## src/rtl/con_seq_ctrl_if.sv

```systemverilog
// con_seq_ctrl_if: handshake and result bus between the convolution sequencer and its neighbours
// (window buffer, conv core, result store).
interface con_seq_ctrl_if #(
    parameter int unsigned CW = 10
);
    logic          start;
    logic          busy;
    logic          done;
    logic          wei_req;
    logic          wei_ack;
    logic          win_valid;
    logic          win_ready;
    logic [CW-1:0] win_row;
    logic [CW-1:0] win_col;
    logic          con_en;
    logic          con_valid;
    logic          res_wr;
    logic [2*CW-1:0] res_addr;
    logic          res_credit;
    logic          err;

    modport master (
        input  start, wei_ack, win_valid, con_valid, res_credit,
        output busy, done, wei_req, win_ready, win_row, win_col, con_en, res_wr, res_addr, err
    );

    modport slave (
        output start, wei_ack, win_valid, con_valid, res_credit,
        input  busy, done, wei_req, win_ready, win_row, win_col, con_en, res_wr, res_addr, err
    );
endinterface

```

## src/rtl/con_seq_ctrl.sv

```systemverilog
// con_seq_ctrl: sequencer for the 7x7 pipelined convolution core. Loads coefficients, walks every
// valid output position (stride 1, no padding) under downstream credit control, and indexes results.
module con_seq_ctrl #(
    parameter int unsigned IMG_W   = 28,
    parameter int unsigned IMG_H   = 28,
    parameter int unsigned KSIZE   = 7,
    parameter int unsigned CREDITS = 4,
    parameter int unsigned CW      = 10
) (
    input  logic           clk,
    input  logic           rst,
    con_seq_ctrl_if.master ctrl_io
);
    localparam int unsigned OutW  = IMG_W - KSIZE + 1;
    localparam int unsigned OutH  = IMG_H - KSIZE + 1;
    localparam int unsigned Total = OutW * OutH;
    localparam int unsigned CredW = $clog2(CREDITS + 1);

    localparam logic [CW-1:0]    LastCol  = CW'(OutW - 1);
    localparam logic [CW-1:0]    LastRow  = CW'(OutH - 1);
    localparam logic [2*CW-1:0]  TotalIdx = (2*CW)'(Total);
    localparam logic [CredW-1:0] CredMax  = CredW'(CREDITS);

    typedef enum logic [2:0] {StIdle, StWload, StRun, StDrain, StDone} state_e;

    state_e          state_q, state_d;
    logic [CW-1:0]   row_q, row_d;
    logic [CW-1:0]   col_q, col_d;
    logic [2*CW-1:0] addr_q, addr_d;
    logic [3:0]      infl_q, infl_d;
    logic [CredW-1:0] cred_q, cred_d;
    logic            err_q, err_d;
    logic            busy, issue, cv_ok, wr;

    // Handshake decode shared by the counters and the FSM
    always_comb begin
        busy  = (state_q != StIdle);
        issue = (state_q == StRun) && ctrl_io.win_valid && (cred_q != '0);
        cv_ok = ctrl_io.con_valid && (infl_q != '0);
        wr    = cv_ok && busy;
    end

    // In-flight and credit counters plus the sticky protocol error
    always_comb begin
        infl_d = infl_q;
        if (issue && !cv_ok) begin
            infl_d = infl_q + 4'd1;
        end else if (!issue && cv_ok) begin
            infl_d = infl_q - 4'd1;
        end

        // A credit returned in the same cycle as an issue cancels it, even at full credit
        cred_d = cred_q;
        if (issue && !ctrl_io.res_credit) begin
            cred_d = cred_q - CredW'(1);
        end else if (!issue && ctrl_io.res_credit && (cred_q != CredMax)) begin
            cred_d = cred_q + CredW'(1);
        end

        err_d = err_q
              | (ctrl_io.con_valid && (infl_q == '0))
              | (ctrl_io.res_credit && !issue && (cred_q == CredMax))
              | (ctrl_io.wei_ack && (state_q != StWload));
    end

    // Sequencer FSM with window position and result index next state
    always_comb begin
        state_d = state_q;
        row_d   = row_q;
        col_d   = col_q;
        addr_d  = addr_q + (2*CW)'(wr);
        case (state_q)
            StIdle:  if (ctrl_io.start) state_d = StWload;
            StWload: if (ctrl_io.wei_ack) state_d = StRun;
            StRun: begin
                if (issue) begin
                    if (col_q == LastCol) begin
                        // Last position holds row/col until the return to idle
                        if (row_q == LastRow) begin
                            state_d = StDrain;
                        end else begin
                            col_d = '0;
                            row_d = row_q + CW'(1);
                        end
                    end else begin
                        col_d = col_q + CW'(1);
                    end
                end
            end
            // Next-state values so done follows the final write by exactly one cycle
            StDrain: if ((infl_d == '0) && (addr_d == TotalIdx)) state_d = StDone;
            StDone: begin
                state_d = StIdle;
                row_d   = '0;
                col_d   = '0;
                addr_d  = '0;
            end
            default: state_d = StIdle;
        endcase
    end

    // State registers, asynchronous active-high reset
    always_ff @(posedge clk or posedge rst) begin
        if (rst) begin
            state_q <= StIdle;
            row_q   <= '0;
            col_q   <= '0;
            addr_q  <= '0;
            infl_q  <= '0;
            cred_q  <= CredMax;
            err_q   <= 1'b0;
        end else begin
            state_q <= state_d;
            row_q   <= row_d;
            col_q   <= col_d;
            addr_q  <= addr_d;
            infl_q  <= infl_d;
            cred_q  <= cred_d;
            err_q   <= err_d;
        end
    end

    assign ctrl_io.busy      = busy;
    assign ctrl_io.done      = (state_q == StDone);
    assign ctrl_io.wei_req   = (state_q == StWload);
    assign ctrl_io.win_ready = issue;
    assign ctrl_io.con_en    = issue;
    assign ctrl_io.win_row   = row_q;
    assign ctrl_io.win_col   = col_q;
    assign ctrl_io.res_wr    = wr;
    assign ctrl_io.res_addr  = addr_q;
    assign ctrl_io.err       = err_q;
endmodule

```

## src/flat_wrapper.sv

```systemverilog
// flat-port wrapper written by rule: the top's interface ports become plain ports
module con_seq_ctrl_flat 
#(
    parameter int unsigned IMG_W   = 28,
    parameter int unsigned IMG_H   = 28,
    parameter int unsigned KSIZE   = 7,
    parameter int unsigned CREDITS = 4,
    parameter int unsigned CW      = 10
)
  (clk, rst, ctrl_io_start, ctrl_io_wei_ack, ctrl_io_win_valid, ctrl_io_con_valid, ctrl_io_res_credit, ctrl_io_busy, ctrl_io_done, ctrl_io_wei_req, ctrl_io_win_ready, ctrl_io_win_row, ctrl_io_win_col, ctrl_io_con_en, ctrl_io_res_wr, ctrl_io_res_addr, ctrl_io_err);
  con_seq_ctrl_if #(.CW(CW)) ctrl_io_i ();
  input  logic clk;
  input  logic rst;
  input wire logic [$bits(ctrl_io_i.start)-1:0] ctrl_io_start;
  input wire logic [$bits(ctrl_io_i.wei_ack)-1:0] ctrl_io_wei_ack;
  input wire logic [$bits(ctrl_io_i.win_valid)-1:0] ctrl_io_win_valid;
  input wire logic [$bits(ctrl_io_i.con_valid)-1:0] ctrl_io_con_valid;
  input wire logic [$bits(ctrl_io_i.res_credit)-1:0] ctrl_io_res_credit;
  output wire logic [$bits(ctrl_io_i.busy)-1:0] ctrl_io_busy;
  output wire logic [$bits(ctrl_io_i.done)-1:0] ctrl_io_done;
  output wire logic [$bits(ctrl_io_i.wei_req)-1:0] ctrl_io_wei_req;
  output wire logic [$bits(ctrl_io_i.win_ready)-1:0] ctrl_io_win_ready;
  output wire logic [$bits(ctrl_io_i.win_row)-1:0] ctrl_io_win_row;
  output wire logic [$bits(ctrl_io_i.win_col)-1:0] ctrl_io_win_col;
  output wire logic [$bits(ctrl_io_i.con_en)-1:0] ctrl_io_con_en;
  output wire logic [$bits(ctrl_io_i.res_wr)-1:0] ctrl_io_res_wr;
  output wire logic [$bits(ctrl_io_i.res_addr)-1:0] ctrl_io_res_addr;
  output wire logic [$bits(ctrl_io_i.err)-1:0] ctrl_io_err;
  assign ctrl_io_i.start = ctrl_io_start;
  assign ctrl_io_i.wei_ack = ctrl_io_wei_ack;
  assign ctrl_io_i.win_valid = ctrl_io_win_valid;
  assign ctrl_io_i.con_valid = ctrl_io_con_valid;
  assign ctrl_io_i.res_credit = ctrl_io_res_credit;
  assign ctrl_io_busy = ctrl_io_i.busy;
  assign ctrl_io_done = ctrl_io_i.done;
  assign ctrl_io_wei_req = ctrl_io_i.wei_req;
  assign ctrl_io_win_ready = ctrl_io_i.win_ready;
  assign ctrl_io_win_row = ctrl_io_i.win_row;
  assign ctrl_io_win_col = ctrl_io_i.win_col;
  assign ctrl_io_con_en = ctrl_io_i.con_en;
  assign ctrl_io_res_wr = ctrl_io_i.res_wr;
  assign ctrl_io_res_addr = ctrl_io_i.res_addr;
  assign ctrl_io_err = ctrl_io_i.err;
  con_seq_ctrl #(.IMG_W(IMG_W), .IMG_H(IMG_H), .KSIZE(KSIZE), .CREDITS(CREDITS), .CW(CW)) u_core (.clk(clk), .rst(rst), .ctrl_io(ctrl_io_i));
endmodule
```

## config.mk

```make
export PLATFORM = sky130hd
export DESIGN_NAME = con_seq_ctrl_flat
export DESIGN_NICKNAME = d
export VERILOG_FILES = /design/src/rtl/con_seq_ctrl_if.sv /design/src/rtl/con_seq_ctrl.sv /design/src/flat_wrapper.sv
export SDC_FILE = /design/constraint.sdc
export NUM_CORES = 1
export LEC_CHECK = 0
export ABC_AREA = 1
export BUFFER_PORTS_ARGS = -buffer_cell sky130_fd_sc_hd__buf_4
export CORE_MARGIN = 5
export CORE_UTILIZATION = 60
export DETAILED_ROUTE_END_ITERATION = 7
export MAX_ROUTING_LAYER = met4
export PLACE_DENSITY = 0.82
export SETUP_SLACK_MARGIN = 0.3
export SYNTH_ARGS = -nofsm -noshare
export SYNTH_HDL_FRONTEND = slang
export SYNTH_SLANG_ARGS = --single-unit
export TNS_END_PERCENT = 20
```

## constraint.sdc

```tcl
create_clock -name clk -period 3.9 [get_ports clk]
set_input_delay 0.39 -clock clk [delete_from_list [all_inputs] [get_ports clk]]
set_output_delay 0.39 -clock clk [all_outputs]
set_load 0.01 [all_outputs]
```

==> results.toml, run 1 <==
[outcome]
status = "completed"

[clock_tree]
h-tree-depth = 2
cts_inserted_buffers = 5
cts-root-buf = "clkbuf_8"
cts_hold_buffers = 0
cts_tree = "built"
insertion_delay_ns = 0.30
cts_resized = 0
cts.sinks = 51
clk_path_buf_depth = 2
clkSlewWorstSetupHoldPaths_ns = 0.10
postCtsSetupRepairBufs = 0

[cells_and_area]
drive_gt1_share_pct = 19.0
antenna_cells = 0
fillers = 460
syn_to_final_growth_pct = 16.5
nNetsFinal = 540
stdcell_area_um2 = 3920
final_common_cell = "nand2_1"
final_cell_mix = "nand2_1, inv_1, nor2_1"

[synthesis]
synth_nets = 486
synth_cell_type_count = 38
yosysSeqAreaShare_pct = 37.9
synth_seq_cells = 51
yosys-top-cells-area = "dfrtp_1, nand2_1, inv_1"
yosysTopAreaCell = "dfrtp_1"
yosys.area.top_type_share_pct = 37.2
synthCells = 470
yosys_warnings = 0
syn_avg_cell_area_um2 = 7.16
syn_area_um2 = 3370

[sta]
setup_viol = 0
finalCriticalPeriod_ns = 2.96
max-slew-margin-rel_pct = 24.2
fmax_ghz = 0.338
maxSlewViolCount = 0
tns_ns = 0
clock-skew-final_ns = 0.0108
min_period_over_period_pct = 75.9
rsz0062_at_grt = "no"
tightest_slew_ns = 1.13
hold_slack_ns = 0.330
hold_viol_final = 0

[setup_path]
reg2reg_depth = 18
crit_arrival_ns = 3.17
max_stage_delay_ns = 0.40
path_cells = "inv_1 > ha_1 > nand3_1 > nand2_2 > a21oi_1 > ha_1 > ha_1 > nand2_1 > nor2_4 > nand2_4 > o21ai_1 > nand2_1 > nor2_1 > nand2_1 > nor2_1 > nand3_2 > nand3_1 > nand2_1"
worst-path-stages = 18
start_kind = "flip-flop"
cp.required_ns = 4.11
end_kind = "flip-flop"
crit_buf_inv = 1
crit_type = "flip-flop to flip-flop"
path_max_fanout = 7
cp_slowest_cell = "dfrtp_1"
path_delay_family = "simple AND/OR/NAND/NOR gates"
cp_common_cell = "nand2_1"

[drt]
drt-pass1-iter-count = 4
wl_mm = 7.76
drt-vias-per-instance = 5.31
wl_per_cell_um = 13.0
drtAntennaViolNets = 0
vias = 3172
drc = 0
drt_iter0_drc = 174

[job]
drv_cap = 0

[worst_hold_path]
hp-class = "primary input to flip-flop"
holdPathStages = 3

[pwr]
peakVddDrop_mv = 0.346
powerDensity_nw_per_um2 = 540
p_leak_nw = 2.02

[placement]
port_buffers = 53
hpwl_mm = 5.94
placed_area_um2 = 3830
gp_routability_congestion = 0.894

[floorplanning]
dieArea_um2 = 7210
coreArea_um2 = 5470
die_y_um = 84.9
start_util_pct = 61.5
chipWidth_um = 84.9
row_count = 27
num_io_pins = 54

[grt]
grt_pass1_wl_mm = 13.7
grt_pass1_vias = 3062
overflow = 0
grt_antenna_before_repair = 0
track_usage_pct = 23.4
grt_max_degree = 52
==> area by class of cell <==
class                      instances  area [um^2]  share of cell area (%)
multi-input combinational        339         1780                    45.4
sequential                        51         1280                    32.6
timing repair buffer              54          405                    10.3
inverter                          73          274                    6.99
tap                               72         90.1                    2.30
clock buffer                       7         86.3                    2.20
clock inverter                     1         8.76                   0.223
==> layer usage <==
layer / vias to the layer above / wire (um) / part of all wire (%) / global-route usage (%)
li1: 1581 / - / - / -
met1: 1490 / 3380 / 44 / 29.9
met2: 91 / 3910 / 50 / 39.1
met3: 10 / 373 / 4.8 / 3.79
met4: 0 / 97 / 1.3 / 5.47
met5: - / 0 / 0 / -
==> power by group <==
part	switching (mW)	total, mW	internal, mW
Combinational	0.582	0.969	0.387
Sequential	0.165	0.828	0.662
Clock	0.175	0.321	0.146
Total	0.923	2.12	1.19
==> worst register-to-register path, delay by kind of cell (launching register included) <==
kind | cells | cell delay (ns)
and+or+nand+nor | 12 | 1.27
adders and majority gates | 3 | 0.67
AOI/OAI and AO/OA | 2 | 0.44
DFF | 1 | 0.40
buffers and inverters | 1 | 0.09
==> cell usage after synthesis, drive strengths merged <==
master,instances
nor4,4
dfrtp,50
clkbuf,2
xor2,10
clkinv,2
o221ai,1
or2,1
nor3b,2
o21bai,3
inv,71
dfstp,1
mux2i,1
nor3,10
ha,8
o41ai,1
nand4,12
nor2,76
fa,1
xnor2,1
buf,5
a21oi,20
o21ai,15
nand3,34
nand3b,5
nand2,134
==> state kept, by name, summed over array words and instances, names as in the netlist <==
name	cells
u_core.ctrl_io.res_addr	20
u_core.ctrl_io.win_col	10
u_core.ctrl_io.win_row	10
u_core.infl_q	4
u_core.cred_q	3
u_core.state_q	3
u_core.ctrl_io.err	1
==> cells by family (layout without fill, tap and decap cells) <==
family,count (synthesis),count (layout),synth area share (%)
buffers and inverters,80,135,9.33
and+or+nand+nor,278,278,39.4
AOI/OAI and AO/OA,40,40,6.61
adders and majority gates,9,9,3.57
DFF,51,51,37.9
muxes,1,1,0.297
xor gates and xnor gates,11,11,2.86
==> worst paths after layout <==
check	from	to	slack, ns
max	u_core.infl_q[0]$_DFF_PP0_	u_core.state_q[0]$_DFFE_PP0P_	0.94
min	ctrl_io_wei_ack	u_core.ctrl_io.err$_DFF_PP0_	0.33
max reg2reg	u_core.infl_q[0]$_DFF_PP0_	u_core.state_q[0]$_DFFE_PP0P_	0.94
min reg2reg	u_core.ctrl_io.err$_DFF_PP0_	u_core.ctrl_io.err$_DFF_PP0_	0.50
max in group asynchronous	rst	u_core.ctrl_io.res_addr[18]$_DFF_PP0_	2.88
min in group asynchronous	rst	u_core.ctrl_io.win_row[9]$_DFFE_PP0P_	0.37
==> through the flow <==
step	power, mW	worst slack [ns]	cells	util, %
6_report	2.12	0.941	597	71.7
5_1_grt	2.30	0.608	597	71.7
3_5_place_dp	1.80	0.964	589	69.9
4_1_cts	2.13	0.930	597	71.7
2_1_floorplan	1.48	1.18	470	-
3_3_place_gp	1.77	1.12	589	69.9
No activity file was read; power rests on OpenSTA's default activity.
==> inputs of run 2 (changes only) <==
CORE_UTILIZATION = 52   (was 60)
PLACE_DENSITY = 0.75   (was 0.82)
clock period = 2.4 ns   (was 3.9 ns; I/O delays follow)
==> run 2 against run 1 <==
- sequential power is 59% higher
- via count increased by 3.5%
- the run now ends with negative hold slack, negative setup slack left
- first-iteration DRC count rose by 32%
- combinational power up 100%
- die area up 14%
==> results.toml, run 2 (synthesis results as in run 1) <==
[outcome]
status = "complete, but fails checks"
violations = "negative hold slack, negative setup slack"

[placement]
hpwl_mm = 6.47
port_buffers = 53
placed_cells = 612
gp_routability_congestion = 0.917

[sta]
hold_slack_ns = -0.00182
setup_viol = 3
hold_viol_final = 1
worst_slack_ns = -0.183
rsz0062_at_grt = "yes"
maxSlewViolCount = 0
fmax_ghz = 0.387
tightest_slew_ns = 0.600
max-slew-margin-rel_pct = 59.6
clock-skew-final_ns = 0.00933
min_period_over_period_pct = 108
finalCriticalPeriod_ns = 2.58

[setup_path]
crit_arrival_ns = 2.78
reg2reg_depth = 18
crit_buf_inv = 1
path_delay_family = "simple AND/OR/NAND/NOR gates"
path_cells = "inv_2 > ha_4 > nand3_4 > nand2_4 > a21oi_4 > ha_4 > ha_4 > nand2_4 > nor2_4 > nand2_4 > o21ai_1 > nand2_1 > nor2_1 > nand2_1 > nor2_1 > nand3_2 > nand3_1 > nand2_1"
start_kind = "flip-flop"
crit_type = "flip-flop to flip-flop"
path_max_fanout = 5
max_stage_delay_ns = 0.37
end_kind = "flip-flop"
cp.required_ns = 2.60
cp_slowest_cell = "dfrtp_1"
worst-path-stages = 18

[cells_and_area]
nNetsFinal = 565
multiInputGateArea_um2 = 1920
final_common_cell = "nand2_1"
fin_util_pct = 67.9
antenna_cells = 0
syn_to_final_growth_pct = 27.4
seqCellArea_um2 = 1280
largest_register_ffs = 20
drive_gt1_share_pct = 27.3
final_cell_mix = "nand2_1, buf_4, inv_1"
fillers = 567
finalNonFillerCells = 627

[pwr]
peakVddDrop_mv = 0.666
p_leak_nw = 2.19
seq_power_share_pct = 34.0
p_int_mw = 2.22
powerDensity_nw_per_um2 = 903
switching_share_pct = 42.6
clkPwrFrac_pct = 15.7
power_frac_comb_pct = 50.2
p_switching_mw = 1.65

[grt]
grt_pass1_wl_mm = 14.3
track_usage_pct = 21.3
grt_pass1_vias = 3111
grt_antenna_before_repair = 0
overflow = 0
grt_max_degree = 29

[drt]
wl_per_cell_um = 13.4
drt-pass1-iter-count = 5
drt_iter0_drc = 229
vias = 3284
wl_mm = 8.43
drtAntennaViolNets = 0
drc = 0
drt-vias-per-instance = 5.24

[clock_tree]
clk_path_buf_depth = 2
cts_tree = "built"
clkSlewWorstSetupHoldPaths_ns = 0.10
cts_hold_buffers = 0
cts.sinks = 51
h-tree-depth = 2
insertion_delay_ns = 0.31
cts-root-buf = "clkbuf_8"
cts_inserted_buffers = 5

[floorplanning]
coreArea_um2 = 6310
chipWidth_um = 90.5
start_util_pct = 53.3
dieArea_um2 = 8180
row_count = 29
die_y_um = 90.5
num_io_pins = 54

[worst_hold_path]
hp-class = "primary input to async pin"

[job]
drv_cap = 0
[run 2: cell types whose count changed in the layout (fill, tap and decap cells not counted), moves of 4 or more]
cell     change
nand2_1      -5
inv_1        -4
nor2_1       -4
buf_4       +22
nor2_2       +4
nand3_1      -4
[run 2: power by group through the flow]
stage                     Clock, mW  Combinational, mW  Sequential, mW
final                         0.610               1.94            1.32
after detailed placement          0               1.88            1.33
after global placement            0               1.82            1.32
after CTS                     0.622               1.92            1.32
after global routing          0.668               2.16            1.36
after floorplan                   0               1.13            1.37
[run 2: layout make-up]
type                            count  area share (%)
Multi-Input combinational cell    339            44.8
Sequential cell                    51            29.8
Timing Repair Buffer               79            14.1
Inverter                           73            6.45
Tap cell                           77            2.25
Clock buffer                        5            1.60
Clock inverter                      3            1.02
[run 2: worst paths after layout]
check	slack, ns	start	endpoint
setup / recovery	-0.18	u_core.infl_q[1]$_DFF_PP0_	u_core.state_q[0]$_DFFE_PP0P_
min in group clk	0.18	ctrl_io_wei_ack	u_core.ctrl_io.err$_DFF_PP0_
setup reg to reg	-0.18	u_core.infl_q[1]$_DFF_PP0_	u_core.state_q[0]$_DFFE_PP0P_
hold / removal	-0.002	rst	u_core.ctrl_io.win_row[1]$_DFFE_PP0P_
max in group asynchronous	1.76	rst	u_core.ctrl_io.res_addr[9]$_DFF_PP0_
hold reg to reg	0.50	u_core.cred_q[0]$_DFFE_PP0P_	u_core.cred_q[0]$_DFFE_PP0P_
[run 2: routing by layer]
metal	vias up	track usage, %	part of all wire [%]
met5	-	-	0
met4	0	5.46	1.2
met3	11	3.67	4.5
met2	94	32.1	48
met1	1541	29.6	47
li1	1638	-	-
[run 2: repair_timing]
| item | CTS | global route |
|---|---|---|
| endpoints found under the setup margin | 17 | 14 |
| buffers inserted | 3 | 4 |
| gates resized for setup | 6 | 19 |
| pin swaps | 5 | 17 |
[run 2: worst reg2reg max path, stage by stage (launching register included)]
cell     delay [ns]
dfrtp_1        0.37
inv_2          0.06
ha_4           0.16
nand3_4        0.07
nand2_4        0.06
a21oi_4        0.17
ha_4           0.18
ha_4           0.15
nand2_4        0.06
nor2_4         0.16
nand2_4        0.10
o21ai_1        0.24
nand2_1        0.08
nor2_1         0.11
nand2_1        0.06
nor2_1         0.12
nand3_2        0.14
nand3_1        0.11
nand2_1        0.06
[run 2: metrics by stage]
step	worst slack [ns]	hold WS (ns)	instance area [um^2]	TNS, ns	total power, mW
finish	-0.183	-0.00182	4290	-0.487	3.87
global route	-0.368	0.0413	4290	-1.05	4.18
CTS	-0.0971	0.0189	4210	-0.239	3.86
detailed placement	-0.123	0.363	4040	-0.338	3.20
global placement	-0.00829	0.357	4040	-0.0122	3.14
floorplan	0.0295	0.381	3440	0	2.50
